[config.mk]
export PLATFORM = sky130hd
export DESIGN_NAME = brew_arbiter_flat
export DESIGN_NICKNAME = d
export VERILOG_FILES = /design/src/rtl/brew_pkg.sv /design/src/rtl/brew_arbiter_if.sv /design/src/rtl/brew_timer.sv /design/src/rtl/brew_arbiter.sv /design/src/flat_wrapper.sv
export SDC_FILE = /design/constraint.sdc
export NUM_CORES = 1
export LEC_CHECK = 0
export CORE_MARGIN = 2
export CORE_UTILIZATION = 45
export CTS_BUF_LIST = sky130_fd_sc_hd__clkbuf_2 sky130_fd_sc_hd__clkbuf_4 sky130_fd_sc_hd__clkbuf_8
export CTS_CLUSTER_DIAMETER = 80
export DETAILED_ROUTE_END_ITERATION = 12
export PLACE_DENSITY = 0.75
export RECOVER_POWER = 25
export SKIP_CTS_REPAIR_TIMING = 1
export SLEW_MARGIN = 20
export SYNTH_ARGS = -nofsm -noshare
export SYNTH_HDL_FRONTEND = slang
export SYNTH_HIERARCHICAL = 1
export SYNTH_SLANG_ARGS = --single-unit
[constraint.sdc]
create_clock -name clock -period 6.2 [get_ports clock]
set_clock_uncertainty 0.15 [all_clocks]
set_input_delay 0.93 -clock clock [delete_from_list [all_inputs] [get_ports clock]]
set_output_delay 0.93 -clock clock [all_outputs]
set_load 0.1 [all_outputs]
[src/rtl/brew_pkg.sv]
// Shared encodings and default dwell durations for the brew unit arbiter.
package brew_pkg;

   localparam int CNT_W = 4;

   localparam int DEF_CUP_CYC  = 2;
   localparam int DEF_ES_CYC   = 4;
   localparam int DEF_ESL_CYC  = 8;
   localparam int DEF_MILK_CYC = 4;

   typedef enum logic [2:0] {
      ST_IDLE = 3'b000,
      ST_CUP  = 3'b001,
      ST_POUR = 3'b010,
      ST_MILK = 3'b011,
      ST_DONE = 3'b100
   } state_t;

   typedef enum logic [1:0] {
      DRINK_NONE = 2'b00,
      DRINK_CAPP = 2'b01,
      DRINK_ESP  = 2'b10,
      DRINK_LONG = 2'b11
   } drink_t;

   // A dwell must fit the counter: 1..16 cycles, loaded as duration-1.
   function automatic logic dur_ok(input int d);
      return (d >= 1) && (d <= (1 << CNT_W));
   endfunction

   function automatic logic [CNT_W-1:0] dur_load(input int d);
      return CNT_W'(d - 1);
   endfunction

endpackage

[src/rtl/brew_arbiter_if.sv]
// Panel-side request/grant signals and actuator/status outputs of the brew unit.
interface brew_arbiter_if;
   import brew_pkg::*;

   logic       req0;
   logic [1:0] drink0;
   logic       req1;
   logic [1:0] drink1;
   logic       grant0;
   logic       grant1;
   logic       done0;
   logic       done1;
   logic       cup;
   logic       pour;
   logic       milk;
   logic       busy;
   logic [2:0] state_reg;

   modport master (
      output req0, drink0, req1, drink1,
      input  grant0, grant1, done0, done1, cup, pour, milk, busy, state_reg
   );

   modport slave (
      input  req0, drink0, req1, drink1,
      output grant0, grant1, done0, done1, cup, pour, milk, busy, state_reg
   );

endinterface

[src/rtl/brew_timer.sv]
// Dwell down-counter: loads on state entry, counts to zero and holds there.
module brew_timer
   import brew_pkg::*;
(
   input  logic             clock,
   input  logic             reset,
   input  logic             load,
   input  logic [CNT_W-1:0] value,
   output logic [CNT_W-1:0] count,
   output logic             zero
);

   always_ff @(posedge clock or negedge reset) begin
      if (!reset) begin
         count <= '0;
      end else if (load) begin
         count <= value;
      end else if (count != '0) begin
         count <= count - 1'b1;
      end
   end

   assign zero = (count == '0);

endmodule

[src/rtl/brew_arbiter.sv]
// Two-panel round-robin arbiter and brew sequencer (cup, pour, optional milk, done).
module brew_arbiter
   import brew_pkg::*;
#(
   parameter int CUP_CYC  = DEF_CUP_CYC,
   parameter int ES_CYC   = DEF_ES_CYC,
   parameter int ESL_CYC  = DEF_ESL_CYC,
   parameter int MILK_CYC = DEF_MILK_CYC
)
(
   input  logic         clock,
   input  logic         reset,
   brew_arbiter_if.slave bus
);

   if (!dur_ok(CUP_CYC) || !dur_ok(ES_CYC) || !dur_ok(ESL_CYC) || !dur_ok(MILK_CYC)) begin : g_bad_duration
      $error("brew_arbiter: every duration parameter must lie in 1..16");
   end

   localparam logic [CNT_W-1:0] CUP_LD  = dur_load(CUP_CYC);
   localparam logic [CNT_W-1:0] ES_LD   = dur_load(ES_CYC);
   localparam logic [CNT_W-1:0] ESL_LD  = dur_load(ESL_CYC);
   localparam logic [CNT_W-1:0] MILK_LD = dur_load(MILK_CYC);

   state_t           state_q;
   state_t           state_d;
   drink_t           drink_q;
   logic             winner_q;
   logic             last_q;
   logic             valid0;
   logic             valid1;
   logic             pick1;
   logic             load;
   logic [CNT_W-1:0] load_val;
   logic [CNT_W-1:0] count;
   logic             cnt_zero;

   assign valid0 = bus.req0 && (bus.drink0 != 2'b00);
   assign valid1 = bus.req1 && (bus.drink1 != 2'b00);
   // Panel 1 wins alone, or on a tie when panel 0 was served last.
   assign pick1  = valid1 && (!valid0 || !last_q);

   brew_timer u_timer (
      .clock (clock),
      .reset (reset),
      .load  (load),
      .value (load_val),
      .count (count),
      .zero  (cnt_zero)
   );

   // State register plus the order latched at acceptance time.
   always_ff @(posedge clock or negedge reset) begin
      if (!reset) begin
         state_q  <= ST_IDLE;
         drink_q  <= DRINK_NONE;
         winner_q <= 1'b0;
         last_q   <= 1'b1;
      end else begin
         state_q <= state_d;
         if (state_q == ST_IDLE && (valid0 || valid1)) begin
            drink_q  <= drink_t'(pick1 ? bus.drink1 : bus.drink0);
            winner_q <= pick1;
            last_q   <= pick1;
         end
      end
   end

   // Next state, and the dwell count to load whenever the state changes.
   always_comb begin
      state_d  = state_q;
      load_val = '0;
      case (state_q)
         ST_IDLE: if (valid0 || valid1) state_d = ST_CUP;
         ST_CUP:  if (cnt_zero) state_d = ST_POUR;
         ST_POUR: if (cnt_zero) state_d = (drink_q == DRINK_CAPP) ? ST_MILK : ST_DONE;
         ST_MILK: if (cnt_zero) state_d = ST_DONE;
         ST_DONE: state_d = ST_IDLE;
         default: state_d = ST_IDLE;
      endcase
      case (state_d)
         ST_CUP:  load_val = CUP_LD;
         ST_POUR: load_val = (drink_q == DRINK_LONG) ? ESL_LD : ES_LD;
         ST_MILK: load_val = MILK_LD;
         default: load_val = '0;
      endcase
   end

   assign load = (state_d != state_q);

   // Moore outputs; the grant is the CUP cycle whose count is still freshly loaded.
   always_comb begin
      bus.grant0    = 1'b0;
      bus.grant1    = 1'b0;
      bus.done0     = 1'b0;
      bus.done1     = 1'b0;
      bus.cup       = (state_q == ST_CUP);
      bus.pour      = (state_q == ST_POUR);
      bus.milk      = (state_q == ST_MILK);
      bus.busy      = (state_q != ST_IDLE);
      bus.state_reg = state_q;
      if (state_q == ST_CUP && count == CUP_LD) begin
         bus.grant0 = !winner_q;
         bus.grant1 = winner_q;
      end
      if (state_q == ST_DONE) begin
         bus.done0 = !winner_q;
         bus.done1 = winner_q;
      end
   end

endmodule
[src/flat_wrapper.sv]
// flat-port wrapper written by rule: the top's interface ports become plain ports
module brew_arbiter_flat import brew_pkg::*;
#(
   parameter int CUP_CYC  = DEF_CUP_CYC,
   parameter int ES_CYC   = DEF_ES_CYC,
   parameter int ESL_CYC  = DEF_ESL_CYC,
   parameter int MILK_CYC = DEF_MILK_CYC
)
  (clock, reset, bus_req0, bus_drink0, bus_req1, bus_drink1, bus_grant0, bus_grant1, bus_done0, bus_done1, bus_cup, bus_pour, bus_milk, bus_busy, bus_state_reg);
  brew_arbiter_if bus_i ();
  input  logic clock;
  input  logic reset;
  input wire logic [$bits(bus_i.req0)-1:0] bus_req0;
  input wire logic [$bits(bus_i.drink0)-1:0] bus_drink0;
  input wire logic [$bits(bus_i.req1)-1:0] bus_req1;
  input wire logic [$bits(bus_i.drink1)-1:0] bus_drink1;
  output wire logic [$bits(bus_i.grant0)-1:0] bus_grant0;
  output wire logic [$bits(bus_i.grant1)-1:0] bus_grant1;
  output wire logic [$bits(bus_i.done0)-1:0] bus_done0;
  output wire logic [$bits(bus_i.done1)-1:0] bus_done1;
  output wire logic [$bits(bus_i.cup)-1:0] bus_cup;
  output wire logic [$bits(bus_i.pour)-1:0] bus_pour;
  output wire logic [$bits(bus_i.milk)-1:0] bus_milk;
  output wire logic [$bits(bus_i.busy)-1:0] bus_busy;
  output wire logic [$bits(bus_i.state_reg)-1:0] bus_state_reg;
  assign bus_i.req0 = bus_req0;
  assign bus_i.drink0 = bus_drink0;
  assign bus_i.req1 = bus_req1;
  assign bus_i.drink1 = bus_drink1;
  assign bus_grant0 = bus_i.grant0;
  assign bus_grant1 = bus_i.grant1;
  assign bus_done0 = bus_i.done0;
  assign bus_done1 = bus_i.done1;
  assign bus_cup = bus_i.cup;
  assign bus_pour = bus_i.pour;
  assign bus_milk = bus_i.milk;
  assign bus_busy = bus_i.busy;
  assign bus_state_reg = bus_i.state_reg;
  brew_arbiter #(.CUP_CYC(CUP_CYC), .ES_CYC(ES_CYC), .ESL_CYC(ESL_CYC), .MILK_CYC(MILK_CYC)) u_core (.clock(clock), .reset(reset), .bus(bus_i));
endmodule
==> results summary <==
The number of cell rows came out at 14. The number of diodes is 0. The worst setup path is captured at an output port. The number of clock buffers inserted by TritonCTS came out at 3. The routed wire length came out at 1340 um. The vertical die dimension is 43.6 um. CTS saw 11 sinks.

Setup repair after global routing left no endpoint under its margin. The starting density of the core is 47.4%. The mean area per synthesized cell is 9.67 um2.

In this run, placement finished with an instance count of 105. The flow ran to the end, and the final reports show no timing, DRC or antenna violations. The largest individual stage delay along the critical path comes from the cell clkdlybuf4s50_1. In this run the number of H-tree levels came out at 1.

The final setup TNS came out at 0 ps. On the critical path the largest part of the delay comes from buffers and inverters. For this run, the post-layout net count is approximately 100. In the final layout, the multi-input gates occupy 417 um2. The clock tree from TritonCTS is yes. The vias per cell came out at 5.45.

The share of the Yosys chip area taken by registers is 39.2%. The iteration count of the initial detailed-routing pass is 2. The worst slew slack as a fraction of its limit is 34.6%. The total of fill cells in the finished design came out at 149. The final weighted congestion of routability-driven global placement is 0.739. The gate count of the mapped netlist is 73. On the worst path, the slowest cell contributes a delay of 1140 ps. Among the stages of the critical path, the cell type that occurs most often is nor3b_2. In this run the standard cell core region covers 1490 um2.

Detailed placement ended at an HPWL of between 1000 and 1500 um. Across the whole layout, storage elements account for between 200 and 300 um2. The number of port buffers came out at 18. The violation count after the first detailed-route iteration came out at 3. The die covers 1900 um2.

The area growth from synthesis to layout is 32.4%. The biggest fanout along the worst timing path came out at 12. The number of nets still failing antenna checks after routing came out at 0. The count of cells in the finished layout, fillers not included, comes to around 110. Summing every instance area after synthesis gives 706 um2. The register with the most flip-flops in the layout has 4 of them.

The worst setup path is of the flop to output port kind. At the pin with the least slew margin, the transition time is 978 ps. The library cell used most frequently in the layout, excluding fill and tap cells, is clkdlybuf4s50_1. The signal on the critical path passes through nor3b_2 > nand3_1 > nor3b_2 > clkdlybuf4s50_1.

The buffer and inverter count on the worst path is 1. The worst setup path is launched from a flop. The die width came out at roughly 44 um.

Static timing analysis puts the maximum clock frequency at 281 MHz. In this run the clock root is driven by a clkbuf_4. The post-route netlist has 16.1% of its cells at a drive strength greater than 1. For the worst setup path, the data required time is a little over 5000 ps. The detailed-route via count came out at 594. The average wire length per cell after detail routing came out at 12.3 um.

Global routing used ~16% of the available tracks. The worst endpoint data arrival time came out at 2480 ps. The initial antenna violation count came out at 0.

After clock tree synthesis, the clock-pin slew on the worst setup and hold paths is about 60 ps. The wire length of the first global-routing pass is 2240 um. In this run, distinct cell masters in the synthesized netlist total 35.

The top-level I/O count is 19. The number of max-cap violations came out at 0. Setup violations remaining at the end of the flow were counted as 0. The net count after synthesis came out at just over 80. The final routed DRC violation total came out at 0. The number of global-route vias before repair came out at 542. The register bit count reported by yosys is 11.

In the layout the commonest cells are 17 x clkdlybuf4s50_1, 10 x dfrtp_1, 9 x nand2_1, 5 x o21ai_1. The minimum clock period came out at 3560 ps. For the worst-skew pair, the clock arrives at the later sink with an insertion delay of 260 ps. The count of pins over their slew limit came to 0.

The min-delay analysis places its worst path in the category flop to flop. For this run, the number of Yosys warnings is 6. The final count of hold timing violations came to 0. For this run the aggregate overflow at the end of global routing stands at 0.

The clock passes through at most 2 buffers. The largest net degree at the start of global routing is 13. The final period utilization came out at 57.5%.
-- per-stage QoR --
step	hold WS [ps]	utilization [%]	area [um2]	setup WS [ps]
after floorplan	295	-	716	298
after global placement	306	60.8	905	2950
after detailed placement	313	60.8	905	2910
after CTS	323	62.8	935	2610
after global routing	347	62.8	935	2440
final	318	62.8	935	2640
-- layout make-up --
| class | count | share of cell area, % |
|---|---|---|
| clock buffer | 4 | 3.21 |
| inverter | 3 | 1.20 |
| multi-input combinational | 57 | 44.6 |
| sequential | 11 | 29.6 |
| tap | 16 | 2.14 |
| timing repair buffer | 18 | 19.3 |
-- per-layer routing --
layer	wire (um)	global-route usage, %	vias up
li1	-	-	303
met1	633	22.2	275
met2	649	24.1	14
met3	47	2.50	2
met4	12	10.9	0
met5	0	0	-
-- cell families (layout without fill, tap and decap cells) --
logic type               Yosys count  count (layout)  synth area share [%]
buffers and inverters              5              25                  3.19
AO/OA/AOI/OAI                     19              19                  19.9
adder cells (fa/ha/maj)            1               1                  1.77
multiplexers                       5               5                  7.27
AND/OR/NAND/NOR                   30              30                  27.0
other                              1               1                 0.531
flip-flops                        11              11                  39.2
XOR/XNOR                           1               1                  1.24
-- tightest hold or removal path, stage by stage, from the launching register on --
cell	delay, ps
dfstp_2	370
nand2_1	40
o21ai_1	50
-- synth_stat cells --
master | count | share of area (%)
o21ai_1 | 5 | 3.5
nand2b_1 | 1 | 0.89
nor3b_1 | 3 | 3.2
mux2_2 | 1 | 1.6
a21oi_1 | 1 | 0.71
clkbuf_1 | 1 | 0.53
mux2i_1 | 4 | 5.7
dfstp_2 | 1 | 3.7
nor3b_4 | 1 | 2.7
ha_1 | 1 | 1.8
a21o_1 | 2 | 2.1
dfrtp_1 | 10 | 35
conb_1 | 1 | 0.53
and2_1 | 1 | 0.89
buf_4 | 1 | 1.1
nor4b_1 | 1 | 1.2
a21o_4 | 1 | 2.1
o21bai_1 | 2 | 2.1
and2b_1 | 1 | 1.1
o31ai_2 | 1 | 1.8
o211a_1 | 1 | 1.4
o21ai_0 | 3 | 2.1
or3_4 | 1 | 1.6
nand2_1 | 9 | 4.8
o21ai_2 | 2 | 2.5
nand3_1 | 1 | 0.71
nor2b_1 | 2 | 1.8
inv_1 | 3 | 1.6
and4_1 | 1 | 1.2
and4bb_2 | 1 | 1.8
nor2_1 | 3 | 1.6
nor4bb_1 | 1 | 1.4
a221o_1 | 1 | 1.4
xnor2_1 | 1 | 1.2
nor3_1 | 3 | 2.1
-- path summary, 6_finish.rpt --
check / startpoint / end / slack, ps / cells past startpoint
max: u_core/bus.state_reg[0] / bus_grant1 / 2640 / 4
min in group asynchronous: reset / u_core/drink_q[0] / 920 / 1
max in group asynchronous: reset / u_core/last_q / 4630 / 1
max reg2reg: u_core/u_timer/count[0] / u_core/u_timer/count[2] / 4090 / 8
min reg2reg: u_core/last_q / u_core/last_q / 320 / 2
min: u_core/last_q / u_core/last_q / 320 / 2
Power is not shown: default switching activity piles up to over one toggle a cycle in this logic, so the estimate is an artifact.
